**src/rtl/alu_cu.sv**
```systemverilog
// ALU control unit for the RV32I datapath: decodes aluop/funct3/funct7 into a
// 4-bit ALU select, combinationally and through an ID/EX register with stall/flush.
module alu_cu #(
   parameter int CTRL_W = 4
) (
   input  logic              clk,
   input  logic              rst_n,
   input  logic [2:0]        aluop,
   input  logic [2:0]        funct3,
   input  logic [6:0]        funct7,
   input  logic              en,
   input  logic              flush,
   output logic [CTRL_W-1:0] alu_control,
   output logic              illegal,
   output logic [CTRL_W-1:0] alu_control_q,
   output logic              illegal_q
);

   localparam logic [2:0] R_TYPE  = 3'b000;
   localparam logic [2:0] I_TYPE  = 3'b001;
   localparam logic [2:0] S_TYPE  = 3'b010;
   localparam logic [2:0] SB_TYPE = 3'b011;
   localparam logic [2:0] U_TYPE  = 3'b100;
   localparam logic [2:0] UJ_TYPE = 3'b101;
   localparam logic [2:0] NOP     = 3'b110;

   localparam logic [3:0] ALU_ADD  = 4'b0000;
   localparam logic [3:0] ALU_SUB  = 4'b0001;
   localparam logic [3:0] ALU_AND  = 4'b0010;
   localparam logic [3:0] ALU_OR   = 4'b0011;
   localparam logic [3:0] ALU_XOR  = 4'b0100;
   localparam logic [3:0] ALU_SLL  = 4'b0101;
   localparam logic [3:0] ALU_SRL  = 4'b0110;
   localparam logic [3:0] ALU_SRA  = 4'b0111;
   localparam logic [3:0] ALU_LT   = 4'b1000;
   localparam logic [3:0] ALU_LTU  = 4'b1001;
   localparam logic [3:0] ALU_GE   = 4'b1010;
   localparam logic [3:0] ALU_GEU  = 4'b1011;

   localparam logic [6:0] F7_BASE = 7'b0000000;
   localparam logic [6:0] F7_ALT  = 7'b0100000;

   logic [CTRL_W-1:0] alu_control_d;
   logic              illegal_d;

   // Base operation shared by R- and I-type arithmetic encodings.
   function automatic logic [3:0] f3_op(input logic [2:0] f3);
      case (f3)
         3'b000:  f3_op = ALU_ADD;
         3'b001:  f3_op = ALU_SLL;
         3'b010:  f3_op = ALU_LT;
         3'b011:  f3_op = ALU_LTU;
         3'b100:  f3_op = ALU_XOR;
         3'b101:  f3_op = ALU_SRL;
         3'b110:  f3_op = ALU_OR;
         default: f3_op = ALU_AND;
      endcase
   endfunction

   always_comb begin
      alu_control = ALU_ADD;
      illegal     = 1'b0;
      case (aluop)
         R_TYPE: begin
            alu_control = f3_op(funct3);
            // Only ADD/SUB and SRL/SRA have an alternate funct7 encoding.
            if (funct7 == F7_ALT && funct3 == 3'b000)
               alu_control = ALU_SUB;
            else if (funct7 == F7_ALT && funct3 == 3'b101)
               alu_control = ALU_SRA;
            else if (funct7 != F7_BASE)
               illegal = 1'b1;
         end
         I_TYPE: begin
            alu_control = f3_op(funct3);
            if (funct3 == 3'b101 && funct7[5])
               alu_control = ALU_SRA;
            if (funct3 == 3'b001 && funct7 != F7_BASE)
               illegal = 1'b1;
         end
         S_TYPE: alu_control = ALU_ADD;
         SB_TYPE: begin
            case (funct3)
               3'b000, 3'b001: alu_control = ALU_SUB;
               3'b100:         alu_control = ALU_LT;
               3'b101:         alu_control = ALU_GE;
               3'b110:         alu_control = ALU_LTU;
               3'b111:         alu_control = ALU_GEU;
               default: begin
                  alu_control = ALU_ADD;
                  illegal     = 1'b1;
               end
            endcase
         end
         U_TYPE, UJ_TYPE: alu_control = ALU_ADD;
         NOP:             alu_control = ALU_ADD;
         default: begin
            alu_control = ALU_ADD;
            illegal     = 1'b1;
         end
      endcase
   end

   // ID/EX boundary: flush inserts a bubble and wins over the stall hold.
   always_comb begin
      alu_control_d = alu_control_q;
      illegal_d     = illegal_q;
      if (flush) begin
         alu_control_d = ALU_ADD;
         illegal_d     = 1'b0;
      end else if (en) begin
         alu_control_d = alu_control;
         illegal_d     = illegal;
      end
   end

   always_ff @(posedge clk or negedge rst_n) begin
      if (!rst_n) begin
         alu_control_q <= '0;
         illegal_q     <= 1'b0;
      end else begin
         alu_control_q <= alu_control_d;
         illegal_q     <= illegal_d;
      end
   end

endmodule

```
**config.mk**
```make
export PLATFORM = sky130hd
export DESIGN_NAME = alu_cu
export DESIGN_NICKNAME = d
export VERILOG_FILES = /design/src/rtl/alu_cu.sv
export SDC_FILE = /design/constraint.sdc
export NUM_CORES = 1
export LEC_CHECK = 0
export ABC_AREA = 1
export ABC_CLOCK_PERIOD_IN_PS = 1000
export CAP_MARGIN = 10
export CELL_PAD_IN_SITES_DETAIL_PLACEMENT = 0
export CELL_PAD_IN_SITES_GLOBAL_PLACEMENT = 1
export CORE_MARGIN = 3
export CORE_UTILIZATION = 19
export CTS_CLUSTER_DIAMETER = 80
export DETAILED_ROUTE_END_ITERATION = 8
export PLACE_DENSITY = 0.78
export SYNTH_ARGS = -nofsm -noshare
export SYNTH_HDL_FRONTEND = slang
export SYNTH_SLANG_ARGS = --single-unit
```
**constraint.sdc**
```tcl
create_clock -name clk -period 1 [get_ports clk]
set_clock_uncertainty 0.15 [all_clocks]
set_input_delay 0.2 -clock clk [delete_from_list [all_inputs] [get_ports clk]]
set_output_delay 0.2 -clock clk [all_outputs]
set_load 0.02 [all_outputs]
```
=== Word-level counts from Yosys, hierarchy flattened ===
Index checks and enable logic that the tools add are counted.

* Equality and inequality tests: 14
* Mux-type cells: 16
* Reductions and logical operators: 11

{| class="wikitable"
|+ Operators by type and width
! cell !! count
|-
| $pmux W4 S7 || 1
|-
| $eq A3 B3 Y1 const B || 7
|-
| $mux W4 || 5
|-
| $pmux W4 S5 || 1
|-
| $eq A3 B2 Y1 const B || 4
|-
| $pmux W4 S3 || 1
|-
| $eq A7 B6 Y1 const B || 1
|-
| $mux W1 || 7
|-
| $reduce_bool A7 Y1 || 1
|-
| $eq A3 B1 Y1 const B || 2
|-
| $logic_not A3 Y1 || 2
|-
| $reduce_or A6 Y1 || 1
|-
| $logic_and A1 B1 Y1 || 4
|-
| $pmux W1 S4 || 1
|-
| $reduce_or A4 Y1 || 1
|-
| $reduce_bool A2 Y1 || 1
|-
| $reduce_or A2 Y1 || 1
|}

* Register bits: 5
* Input port bits: 17
* Output and inout bits: 10
* Word-level logic and storage cells: 43

=== Depth between registers and ports, before layout ===
Gate-level depths: netlist of run 1.

* Depth after elaboration: 7
* Depth in mapped cells: 10
* Depth with buffers taken out: 10

=== Worst setup path after synthesis of run 1 ===
Ideal clock, no wire load.

* Path type: in2reg
* Start: input aluop[0]
* End: register alu_control_q[3]
* Arrival time: 1.097 ns
* Required time: 0.781 ns
* Slack: -0.315 ns
* Stages on the path: 5
* Cell sequence: nand2_1 -> inv_1 -> nand2_1 -> o21ai_0 -> a22o_1

* Word-level cells in the longest chain between the ends: 4

{| class="wikitable"
|+ RTL lines
! what !! RTL line !! source
|-
| start: declaration || 8 || <nowiki>input logic [2:0] aluop,</nowiki>
|-
| $eq A3 B2 Y1 (tied with other cells) || 63 || <nowiki>case (aluop)</nowiki>
|-
| $pmux W4 S3 * || 63 ||
|-
| named net alu_control[3] || 13 || <nowiki>output logic [CTRL_W-1:0] alu_control,</nowiki>
|-
| $mux W4 * || 111 || <nowiki>end else if (en) begin</nowiki>
|-
| $mux W4 * || 108 || <nowiki>if (flush) begin</nowiki>
|-
| end signal: assignment || 122 || <nowiki>alu_control_q <= alu_control_d;</nowiki>
|-
| end: declaration || 15 || <nowiki>output logic [CTRL_W-1:0] alu_control_q,</nowiki>
|}

Mark *: on every way through the listed nets, which the timed path passes. The rest lies on a longest branch. The select of a mux whose other input is x is not followed.
A chain may end at the register's enable or synchronous reset.

=== Worst setup path in the final report of run 1 ===
* Start: input funct3[2]
* End: output illegal

* Word-level cells in the longest chain between the ends: 5

{| class="wikitable"
|+ RTL lines
! what !! RTL line !! source
|-
| start: declaration || 9 || <nowiki>input logic [2:0] funct3,</nowiki>
|-
| $eq A3 B3 Y1 || 69, 83 ||
|-
| $logic_and A1 B1 Y1 || 69 || <nowiki>else if (funct7 == F7_ALT && funct3 == 3'b101)</nowiki>
|-
| $mux W1 || 69 ||
|-
| $mux W1 || 67 || <nowiki>if (funct7 == F7_ALT && funct3 == 3'b000)</nowiki>
|-
| $pmux W1 S4 * || 63 ||
|-
| end: declaration || 14 || <nowiki>output logic illegal,</nowiki>
|}

Every way passes the cells marked *; elsewhere a longest branch is shown, timed or not.

==> results_dict.tcl, run 1 <==
set metrics [dict create \
    drive_gt1_share_pct 70.2 \
    synthesis.area_sq_um 405 \
    core_region_area_sq_um 1980 \
    end_kind "output port" \
    io_buffers 26 \
    crit_fanout 5 \
    fill_cells 172 \
    worst_setup_path_start_kind "primary input" \
    die_h_um 52.2 \
    grt.overflow.total 0 \
    setup_viol 11 \
    final_common_cell "buf_6" \
    synth_top_cell_by_area "dfrtp_1" \
    final_cell_area_sq_um 1100 \
    final_antenna_net_count 0 \
    power_mw 0.818 \
    grt_pass1_vias 639 \
    fin_crit_sh_pct 137 \
    place_area_sq_um 807 \
    vias 625 \
    nets 139 \
    cts_root_buf "clkbuf_4" \
    r2r-end "alu_control_q[3]$_DFFE_PN0P_" \
    die_area_sq_um 2720 \
    violations "negative setup slack" \
    fmax_ghz 0.728 \
    grt_first_pass_wirelength_um 2350 \
    antenna_found_initial 0 \
    power.leakage_nw 0.552 \
    worstMarginPinSlew_ns 0.234 \
    crit_arrival_ns 1.02 \
    status "complete, but fails checks" \
    fin_cells 148 \
    path_cells "buf_6, nand2_2, a21oi_4, nand2_2, nand2_2, nand2_1, nand2_1, nand2_2, buf_6" \
    synthCells 69 \
    seq_area_sq_um 125 \
    synthTopCellsByArea "dfrtp_1, nand2_1, nor2_1" \
    yosysWarnings 0 \
    routed_via_density 4.22 \
    r2r_cells 2 \
    cp.required_ns 0.65 \
    synth_top_area_share_pct 30.9 \
    synth.yosys.seq_area_share_pct 30.9 \
    dr.first_iter.drc_count 3 \
    hold_class "in -> async" \
    crit_top_cell "nand2_2" \
    synthToLayoutAreaGrowth_pct 171 \
    cts.clk_slew.worst_paths_ns 0.04 \
    first_pass_iters 4 \
    r2r_slack_ns 0.03 \
    clk_latency_ns 0.24 \
    routed_wirelength_um 1470 \
    antennaDiodeCount 0 \
    avgSynthCellArea_sq_um 5.88 \
    hpwlAfterDp_um 1050 \
    fin_crit_ns 1.37 \
    dpl.cell_count 133 \
    io_pins 27 \
    cts_buffers 3 \
    die_w_um 52.2 \
    rsz0062_at_grt "yes" \
    final_cell_mix "buf_6, buf_4, nand2_1" \
    powerDensity_nw_per_um2 745 \
    crit_slowest_cell "a21oi_4" \
    setup_slack_ns -0.373 \
    start_util_pct 20.5 \
    grt_max_degree 6 \
    worstSetupPathType "in -> out" \
    slew_viol_final 0 \
    drv_cap 0 \
    clkSinkCount 5 \
    rows 16 \
    cts_tree "done" \
    ys_types 15 \
    max_slew_margin_pct 84.3 \
    fin_setup_tns_ns -2.16 \
    grtUsageTotal_pct 11.3 \
    clockBufferDepth 2 \
    drc_errors 0 \
    syn_nets 86 \
    hold_viol 0 \
    r2r_start "alu_control_q[3]$_DFFE_PN0P_" \
    slowest_delay_ns 0.16 \
    synth-seq-cells 5 \
    place_congestion 0.756 \
    routedWlPerCell_um 9.96 \
    ir_worst_vdd_mv 0.364 \
    htreeDepth 1 \
    multi_input_area_sq_um 400 \
]
==> layer usage <==
| layer | global-route usage [%] | routed length, um |
|---|---|---|
| met5 | 0 | 0 |
| met4 | 6.38 | 14 |
| met3 | 0.855 | 88 |
| met2 | 22.6 | 860 |
| met1 | 11.2 | 510 |
==> cell usage after synthesis <==
cell type / n
inv_1: 11
nand2_1: 21
nand3_1: 3
a22o_1: 1
nor2_1: 12
a21oi_1: 1
nor3_1: 2
nor2_2: 1
dfrtp_1: 5
inv_2: 1
a31oi_1: 1
nand4_1: 2
a21oi_2: 1
nand2_2: 3
o21ai_0: 4
==> kinds of logic after synthesis <==
family / share of synthesized area [%]
compound gates: 12.0
flops: 30.9
simple gates: 46.0
buf+inv: 11.1
==> stage by stage <==
| stage | util (%) | hold slack, ns | worst slack, ns |
|---|---|---|---|
| floorplan | - | -0.246 | -0.120 |
| global placement | 40.7 | 0.283 | -1.24 |
| detailed placement | 40.7 | 0.293 | -1.25 |
| CTS | 49.7 | 0.0312 | -0.360 |
| global route | 55.4 | 0.0393 | -0.469 |
| finish | 55.4 | 0.0287 | -0.373 |
==> cell type report <==
type | count | area share (%)
sequential | 5 | 11.4
tap | 27 | 3.08
clock buffer | 4 | 2.39
multi-input combinational | 52 | 36.5
timing repair buffer | 48 | 42.1
inverter | 12 | 4.56
==> worst max path at each step <==
| stage | startpoint | end | depth (start not counted) | slack [ns] |
|---|---|---|---|---|
| 3_3_place_gp | funct3[2] | illegal | 10 | -1.24 |
| 5_1_grt | funct7[3] | illegal | 10 | -0.47 |
| 6_report | funct3[2] | illegal | 9 | -0.37 |
| 4_1_cts | funct7[0] | illegal | 10 | -0.36 |
| 2_1_floorplan | aluop[2] | illegal | 7 | -0.12 |
| 3_5_place_dp | funct3[2] | illegal | 10 | -1.25 |
==> power by group <==
group,total [mW],internal (mW),switching (mW)
registers,0.214,0.210,0.00468
clock network,0.236,0.151,0.0852
logic,0.367,0.196,0.171
==> registers in the layout (all words and copies together), names as in the netlist <==
name and cells:
illegal_q 1, alu_control_q 4
==> critical path: cells and delay by family <==
kind / cells / cell delay [ns]
buffers and inverters: 2 / 0.24
and+or+nand+nor: 6 / 0.40
AOI/OAI and AO/OA: 1 / 0.16
==> timing repair <==
| item | CTS | global route |
|---|---|---|
| resized for setup | 156 | 20 |
| buffers inserted | 5 | 7 |
| hold buffers | 0 | 0 |
| pin swaps | 23 | 13 |
| setup endpoints to repair | 15 | 13 |
Note: power is estimated with default switching activity, not from simulation.
==> inputs of run 2 (changes only) <==
Settings changed: ABC_CLOCK_PERIOD_IN_PS 1000 to unset.
==> results of run 2 <==
The final DEF is identical to that of run 1; final timing and power are the same.
